[config.mk]
export PLATFORM = sky130hd
export DESIGN_NAME = truth_table_sweeper
export DESIGN_NICKNAME = d
export VERILOG_FILES = /design/src/rtl/tts_pkg.sv /design/src/rtl/tts_delay_line.sv /design/src/rtl/truth_table_sweeper.sv
export SDC_FILE = /design/constraint.sdc
export NUM_CORES = 1
export LEC_CHECK = 0
export CORE_MARGIN = 3
export CORE_UTILIZATION = 45
export DETAILED_ROUTE_END_ITERATION = 12
export MAX_ROUTING_LAYER = met4
export PLACE_DENSITY = 0.75
export SLEW_MARGIN = 25
export SYNTH_ARGS = -nofsm -noshare
export SYNTH_HDL_FRONTEND = slang
export SYNTH_SLANG_ARGS = --single-unit
[constraint.sdc]
create_clock -name clk -period 3.2 [get_ports clk]
set_clock_uncertainty 0.15 [all_clocks]
set_input_delay 0.64 -clock clk [delete_from_list [all_inputs] [get_ports clk]]
set_output_delay 0.64 -clock clk [all_outputs]
set_load 0.05 [all_outputs]
[src/rtl/tts_pkg.sv]
// Shared definitions for the truth-table sweeper: state encodings and
// the last-vector helper used to size the sweep.
package tts_pkg;

    localparam logic [1:0] S_IDLE  = 2'd0;
    localparam logic [1:0] S_SWEEP = 2'd1;
    localparam logic [1:0] S_DRAIN = 2'd2;
    localparam logic [1:0] S_DONE  = 2'd3;

    // Value of the final input vector (2^n - 1) for an n-input function.
    function automatic int unsigned tts_last_vec(input int unsigned n);
        return (32'd1 << n) - 32'd1;
    endfunction

endpackage

[src/rtl/tts_delay_line.sv]
// Fixed-depth shift register aligning issued {valid, vec} with pipelined
// function results; a plain wire when DEPTH is 0.
module tts_delay_line
    import tts_pkg::*;
#(
    parameter int unsigned W     = 1,
    parameter int unsigned DEPTH = 0
) (
    input  logic         i_clk,
    input  logic         i_rst,
    input  logic         i_flush,
    input  logic [W-1:0] i_d,
    output logic [W-1:0] o_q
);

    generate
        if (DEPTH == 0) begin : g_pass
            logic w_unused;
            assign w_unused = ^{i_clk, i_rst, i_flush};
            assign o_q      = i_d;
        end else begin : g_sr
            logic [DEPTH-1:0][W-1:0] r_sr;

            always_ff @(posedge i_clk or posedge i_rst) begin
                if (i_rst) begin
                    r_sr <= '0;
                end else if (i_flush) begin
                    r_sr <= '0;
                end else begin
                    r_sr[0] <= i_d;
                    for (int unsigned i = 1; i < DEPTH; i++) begin
                        r_sr[i] <= r_sr[i-1];
                    end
                end
            end

            assign o_q = r_sr[DEPTH-1];
        end
    endgenerate

endmodule

[src/rtl/truth_table_sweeper.sv]
// Exhaustive sweeper: issues every N-bit vector once, compares reference and
// candidate results LAT cycles later, and reports count/first-fail/pass.
module truth_table_sweeper
    import tts_pkg::*;
#(
    parameter int unsigned N     = 4,
    parameter int unsigned LAT   = 0,
    parameter int unsigned CNT_W = N + 1
) (
    input  logic             clk,
    input  logic             rst,
    input  logic             start,
    input  logic             stop_on_fail,
    output logic [N-1:0]     vec,
    output logic             vec_valid,
    input  logic             s_ref,
    input  logic             s_dut,
    output logic             busy,
    output logic             done,
    output logic             pass,
    output logic [CNT_W-1:0] mismatch_cnt,
    output logic [N-1:0]     first_fail_vec,
    output logic             first_fail_valid
);

    localparam logic [N-1:0]     LAST_VEC = N'(tts_last_vec(N));
    localparam logic [CNT_W-1:0] CNT_MAX  = CNT_W'(tts_last_vec(N) + 32'd1);

    logic [1:0]       r_state;
    logic [N-1:0]     r_vec;
    logic             r_vec_valid;
    logic             r_stop;
    logic [2:0]       r_drain;
    logic [CNT_W-1:0] r_cnt;
    logic [N-1:0]     r_ff_vec;
    logic             r_ff_valid;

    logic [N:0]       w_dly;
    logic             w_dvalid;
    logic [N-1:0]     w_dvec;
    logic             w_mis;
    logic             w_halt;
    logic             w_accept;
    logic             w_flush;

    assign w_dvalid = w_dly[N];
    assign w_dvec   = w_dly[N-1:0];
    assign w_mis    = w_dvalid & (s_ref ^ s_dut);
    assign w_halt   = r_stop & w_mis;
    assign w_accept = start & ((r_state == S_IDLE) | (r_state == S_DONE));
    assign w_flush  = w_halt | w_accept;

    tts_delay_line #(
        .W     (N + 1),
        .DEPTH (LAT)
    ) u_dly (
        .i_clk   (clk),
        .i_rst   (rst),
        .i_flush (w_flush),
        .i_d     ({r_vec_valid, r_vec}),
        .o_q     (w_dly)
    );

    always_ff @(posedge clk or posedge rst) begin
        if (rst) begin
            r_state     <= S_IDLE;
            r_vec       <= '0;
            r_vec_valid <= 1'b0;
            r_stop      <= 1'b0;
            r_drain     <= '0;
            r_cnt       <= '0;
            r_ff_vec    <= '0;
            r_ff_valid  <= 1'b0;
        end else begin
            if (w_mis) begin
                if (r_cnt != CNT_MAX) r_cnt <= r_cnt + 1'b1;
                if (!r_ff_valid) begin
                    r_ff_vec   <= w_dvec;
                    r_ff_valid <= 1'b1;
                end
            end

            // A halting mismatch overrides normal sequencing in SWEEP and DRAIN.
            case (r_state)
                S_IDLE, S_DONE: begin
                    if (start) begin
                        r_state     <= S_SWEEP;
                        r_vec       <= '0;
                        r_vec_valid <= 1'b1;
                        r_stop      <= stop_on_fail;
                        r_cnt       <= '0;
                        r_ff_vec    <= '0;
                        r_ff_valid  <= 1'b0;
                    end
                end
                S_SWEEP: begin
                    if (w_halt) begin
                        r_state     <= S_DONE;
                        r_vec_valid <= 1'b0;
                    end else if (r_vec == LAST_VEC) begin
                        r_vec_valid <= 1'b0;
                        r_drain     <= '0;
                        r_state     <= (LAT == 0) ? S_DONE : S_DRAIN;
                    end else begin
                        r_vec <= r_vec + 1'b1;
                    end
                end
                S_DRAIN: begin
                    if (w_halt || r_drain == 3'(LAT - 1)) begin
                        r_state <= S_DONE;
                    end else begin
                        r_drain <= r_drain + 3'd1;
                    end
                end
                default: r_state <= S_IDLE;
            endcase
        end
    end

    assign vec              = r_vec;
    assign vec_valid        = r_vec_valid;
    assign busy             = (r_state == S_SWEEP) | (r_state == S_DRAIN);
    assign done             = (r_state == S_DONE);
    assign pass             = done & (r_cnt == '0);
    assign mismatch_cnt     = r_cnt;
    assign first_fail_vec   = r_ff_vec;
    assign first_fail_valid = r_ff_valid;

endmodule

==> qor.txt, run 1 <==
final core utilization = 59.11%
die area = 0.003319 mm^2
Seq/Total Area, Yosys = 43.84%
vias in the first global route = 980
drt first pass iters = 4
crit start category = register
largest net degree at the start of global routing = 22
antenna violations before repair = 0
EDFF count, synth = 0
core box area = 0.002500 mm^2
vias = 974
hpwl dp = 1846 um
H-tree depth = 1
postcts setup bufs = 0
CTS tree = yes
final wirelength = 2440 um
Ports = 24
Max Slew Vio Count = 0
area leader, netlist = dfrtp_1
# resized after CTS = 0
met1 Use GR = 19.89%
Synth Area in Adders = 8.351%
Synth warnings = 0
count of input and output buffers = 23
CTS Buf Count = 3
CP endpoint kind = primary output
hold_buf cts = 0
cells after synthesis = 122
Setup TNS = 0 ns
Yosys reg bits = 21
clk_lat worst skew = 0.30 ns
Netlist cell types = 34
worst slew pin tran = 0.8195 ns
Area Growth Syn to Fin = 23.28%
mux share of post-synthesis cell area = 7.620%
met2 Resource Use GR = 28.23%
simple-gate portion of the synthesized area = 16.60%
Die Y = 57.61 um
WS Path Type = reg2out
top cells by area, synth = dfrtp_1, ha_1, mux2i_1
Sink Count = 21
final setup vio count = 0
Pleak = 0.6891 nW
most frequent cells in the layout = clkdlybuf4s50_1, dfrtp_1, nor2_1
Die Width = 57.61 um
post-synthesis xor/xnor area fraction = 2.923%
minimum clock period = 2.809 ns
final antenna-violating net count = 0
synthesized net count = 136
worst endpoint required time = 2.41 ns
Tcrit/Tclk final = 87.79%
Max VDD drop = 0.6813 mV
grt ovf = 0
Avg WL per Cell = 13.86 um
n_diodes = 0
Hold WC Path Type = reg2reg
compound-gate portion of the synthesized area = 14.72%
global-route wire length before repair = 4291 um
relative slew slack = 45.31%
Clk pin slew, worst setup/hold paths = 0.11 ns
async set-reset flop share out of synthesis = 100.0%
met3 usage = 4.454%
Top FF cell, synth = dfrtp_1
syn avg cell area = 9.825 um^2
CTS Root Buffer Type = clkbuf_4
Syn Std Cell Area = 0.001199 mm^2
DRC viols = 0
fin nets = 161
Max-Cap Viols = 0
Initial DRC Count = 43
Starting Density = 47.95%
layout cells sized above 1 = 4.795%
GPL Wtd Cong = 0.7639
vias per inst = 5.534
worst-path maximum fanout = 5
status = completed
busiest grt layer = met2
Final Hold Fails = 0
fmax = 356.0 MHz
row cnt = 18
total track usage = 16.76%
main combinational cell family by area after synthesis = simple AND/OR/NAND/NOR gates
PD cells = 887.9 mW/mm^2
area share of the largest cell type after synthesis = 43.84%
maximum clock path buffer count = 2
RSZ-0062 raised after global routing = no
commonest non-fill, non-tap cell in the layout = clkdlybuf4s50_1
Worst EP arrival = 2.02 ns
==> sequential cells by signal, summed over array words and instances, names as in the netlist <==
register / cells
mismatch_cnt: 5
first_fail_vec: 4
vec: 4
r_drain: 3
r_state: 2
first_fail_valid: 1
r_stop: 1
vec_valid: 1
==> worst max-delay path, stage by stage (launching register included) <==
cell	delay [ns]
dfrtp_1	0.40
inv_1	0.07
ha_1	0.35
inv_1	0.10
clkdlybuf4s50_1	0.80
==> area by class of cell <==
cell class	count	area, um^2
Multi-Input combinational cell	84	601.8
Clock buffer	4	26.28
Fill cell	225	1022
Tap cell	30	37.54
Sequential cell	21	525.5
Inverter	13	48.80
Timing Repair Buffer	24	237.7
==> power by group <==
group	internal (mW)	total, mW	switching (mW)	leakage, nW
Combinational	0.270	0.768	0.498	0.403
Clock	0.0486	0.128	0.0790	0.0150
Sequential	0.332	0.416	0.0840	0.271
==> per-layer routing <==
layer / part of all wire, % / routed length (um) / up-vias
li1: - / - / 475
met1: 45 / 1105 / 473
met2: 49 / 1204 / 22
met3: 4.4 / 108 / 4
met4: 0.90 / 22 / 0
met5: 0 / 0 / -
==> path summary, 6_finish.rpt <==
path	depth (start not counted)	endpoint	from	slack, ns
min reg2reg	2	first_fail_valid	first_fail_valid	0.39
max	4	busy	r_state[0]	0.39
max in group asynchronous	2	r_drain[0]	rst	1.76
max reg2reg	6	vec[3]	r_state[0]	1.13
min	2	first_fail_valid	first_fail_valid	0.39
min in group asynchronous	2	first_fail_vec[2]	rst	0.63
==> cells in the mapped netlist, types with 2 or more instances <==
cell type	instances
mux2i_1	8
clkbuf_1	2
nand3b_1	3
o211ai_1	2
nand3_1	8
dfrtp_1	21
nand2_1	4
ha_1	8
and3_1	3
o2bb2ai_1	2
o221ai_1	3
a21oi_1	3
xor2_1	2
and2_1	2
nor2b_1	3
nor2_1	15
inv_1	13
o21ai_0	2
xnor2_1	2
o21ai_1	2
==> cell families after synthesis <==
| group | Yosys count |
|---|---|
| flip-flops | 21 |
| buffers and inverters | 17 |
| adder cells (fa/ha/maj) | 8 |
| AND/OR/NAND/NOR | 40 |
| XOR/XNOR | 4 |
| multiplexers | 9 |
| AO/OA/AOI/OAI | 23 |
==> stage by stage <==
stage	hold WS, ns	std cells	worst slack, ns	total power [mW]	instance area, um^2
6_report	0.3874	176	0.3909	1.312	1478
4_1_cts	0.3878	176	0.3633	1.321	1478
5_1_grt	0.4195	176	0.2749	1.406	1478
3_3_place_gp	0.3547	172	0.6870	1.171	1451
2_1_floorplan	0.3445	122	0.9945	0.9700	1199
3_5_place_dp	0.3609	172	0.6015	1.190	1451
Note: power is estimated with default switching activity, not from simulation.
==> run 2: changes to the inputs <==
==> constraint.sdc (replaced) <==
create_clock -name clk -period 3.6 [get_ports clk]
set_clock_uncertainty 0.15 [all_clocks]
set_input_delay 0.72 -clock clk [delete_from_list [all_inputs] [get_ports clk]]
set_output_delay 0.72 -clock clk [all_outputs]
set_load 0.05 [all_outputs]
==> qor.txt, run 2 (synthesized netlist as in run 1, its figures left out) <==
relative slew slack = 45.86% (+0.55 points)
largest net degree at the start of global routing = 22 (unchanged)
crit start category = register
Max Slew Vio Count = 0 (unchanged)
most frequent cells in the layout = clkdlybuf4s50_1, dfrtp_1, nor2_1
n_diodes = 0 (unchanged)
antenna violations before repair = 0 (unchanged)
count of input and output buffers = 23 (unchanged)
crit-path cells = inv_1, ha_1, inv_1, clkdlybuf4s50_1
Area Growth Syn to Fin = 22.65%
status = completed
Starting Density = 47.95% (unchanged)
Tcrit/Tclk final = 80.69%
Initial DRC Count = 20 (-53%)
Hold WC Path Type = reg2reg
WS Path Type = reg2out
Sink Count = 21 (unchanged)
Max VDD drop = 0.6118 mV (-10%)
die area = 0.003319 mm^2 (unchanged)
core box area = 0.002500 mm^2 (unchanged)
fin nets = 160 (-0.62%)
final worst slack = 0.6953 ns (+0.3044 ns)
Final Hold Fails = 0 (unchanged)
CTS tree = yes
Clk pin slew, worst setup/hold paths = 0.11 ns (about the same)
Die Y = 57.61 um (unchanged)
hold_buf cts = 0 (unchanged)
minimum clock period = 2.905 ns
worst slew pin tran = 0.8112 ns (-0.008281 ns)
clk_lat worst skew = 0.30 ns (about the same)
Ports = 24 (unchanged)
top cell family by delay on the critical path = buffers and inverters
max incr delay on CP = 0.80 ns (about the same)
layout cells sized above 1 = 4.138% (-0.66 points)
max reg flops = 5 (unchanged)
Die Width = 57.61 um (unchanged)
pre-CTS setup slack = 0.9539 ns (+0.3524 ns)
final setup vio count = 0 (unchanged)
Worst path slowest cell = clkdlybuf4s50_1
DRC viols = 0 (unchanged)
Avg WL per Cell = 13.23 um (-4.6%)
Worst EP arrival = 2.03 ns (about the same)
row cnt = 18 (unchanged)
vias per inst = 5.366 (-3.0%)
final antenna-violating net count = 0 (unchanged)
drt first pass iters = 4 (unchanged)
H-tree depth = 1 (unchanged)
Fin Hold WS = 0.3841 ns (-0.003331 ns)
worst-path maximum fanout = 5 (unchanged)
GPL Wtd Cong = 0.7559 (-1.0%)
final wirelength = 2315 um (-5.1%)
vias in the first global route = 896 (-8.6%)
Setup TNS = 0 ns (unchanged)
# resized after CTS = 0 (unchanged)
postcts setup bufs = 0 (unchanged)
maximum clock path buffer count = 2 (unchanged)
hpwl dp = 1741 um (-5.7%)
grt ovf = 0 (unchanged)
CTS Root Buffer Type = clkbuf_4
vias = 939 (-3.6%)
PD cells = 786.9 mW/mm^2 (-11%)
worst endpoint required time = 2.73 ns (+0.32 ns)
Max-Cap Viols = 0 (unchanged)
Pleak = 0.6840 nW (-0.74%)
most frequent cell on the critical path = inv_1
commonest non-fill, non-tap cell in the layout = clkdlybuf4s50_1
worst path bufs/invs = 3 (unchanged)
fmax = 344.3 MHz
CTS Buf Count = 3 (unchanged)
total track usage = 15.17% (-1.6 points)
CP endpoint kind = primary output
global-route wire length before repair = 3933 um (-8.3%)
RSZ-0062 raised after global routing = no
[run 2: cell count changes in the layout (fill, tap and decap cells not counted), sizes merged]
cell / delta
buf: -1
[run 2: area by class of cell]
class | count | area (um^2)
Fill cell | 227 | 1030
Multi-Input combinational cell | 84 | 601.8
Inverter | 13 | 48.80
Tap cell | 30 | 37.54
Sequential cell | 21 | 525.5
Clock buffer | 4 | 26.28
Timing Repair Buffer | 23 | 230.2
[run 2: worst paths after layout]
kind | endpoint | startpoint | cells past startpoint | slack [ns]
max | busy | r_state[0] | 4 | 0.70
max in group asynchronous | r_stop | rst | 2 | 2.09
max reg2reg | vec[3] | r_state[0] | 6 | 1.51
min | first_fail_valid | first_fail_valid | 2 | 0.38
min in group asynchronous | first_fail_vec[3] | rst | 2 | 0.71
min reg2reg | first_fail_valid | first_fail_valid | 2 | 0.38
[run 2: routing by layer]
layer  vias to the layer above  part of all wire (%)  global-route usage (%)
met5                         -                     0                       -
met4                         0                     0                  0.9934
met3                         0                   5.1                   4.232
met2                        23                    48                   24.52
met1                       442                    47                   20.03
li1                        474                     -                       -
[run 2: report_power, final]
part,switching (mW),internal (mW),total [mW]
combinational,0.439,0.236,0.676
clock,0.0686,0.0432,0.112
sequential,0.0740,0.295,0.369
[run 2: stage by stage]
stage | power, mW | util, % | cells | area [um^2]
2_1_floorplan | 0.8622 | - | 122 | 1199
3_3_place_gp | 1.036 | 57.76 | 171 | 1444
3_5_place_dp | 1.049 | 57.76 | 171 | 1444
4_1_cts | 1.165 | 58.81 | 175 | 1470
5_1_grt | 1.233 | 58.81 | 175 | 1470
6_report | 1.157 | 58.81 | 175 | 1470
[run 2: tightest hold or removal path: cells and delay by family (launching register included)]
kind / cells / cell delay (ns)
AOI/OAI and AO/OA: 1 / 0.05
and+or+nand+nor: 1 / 0.07
DFF: 1 / 0.38
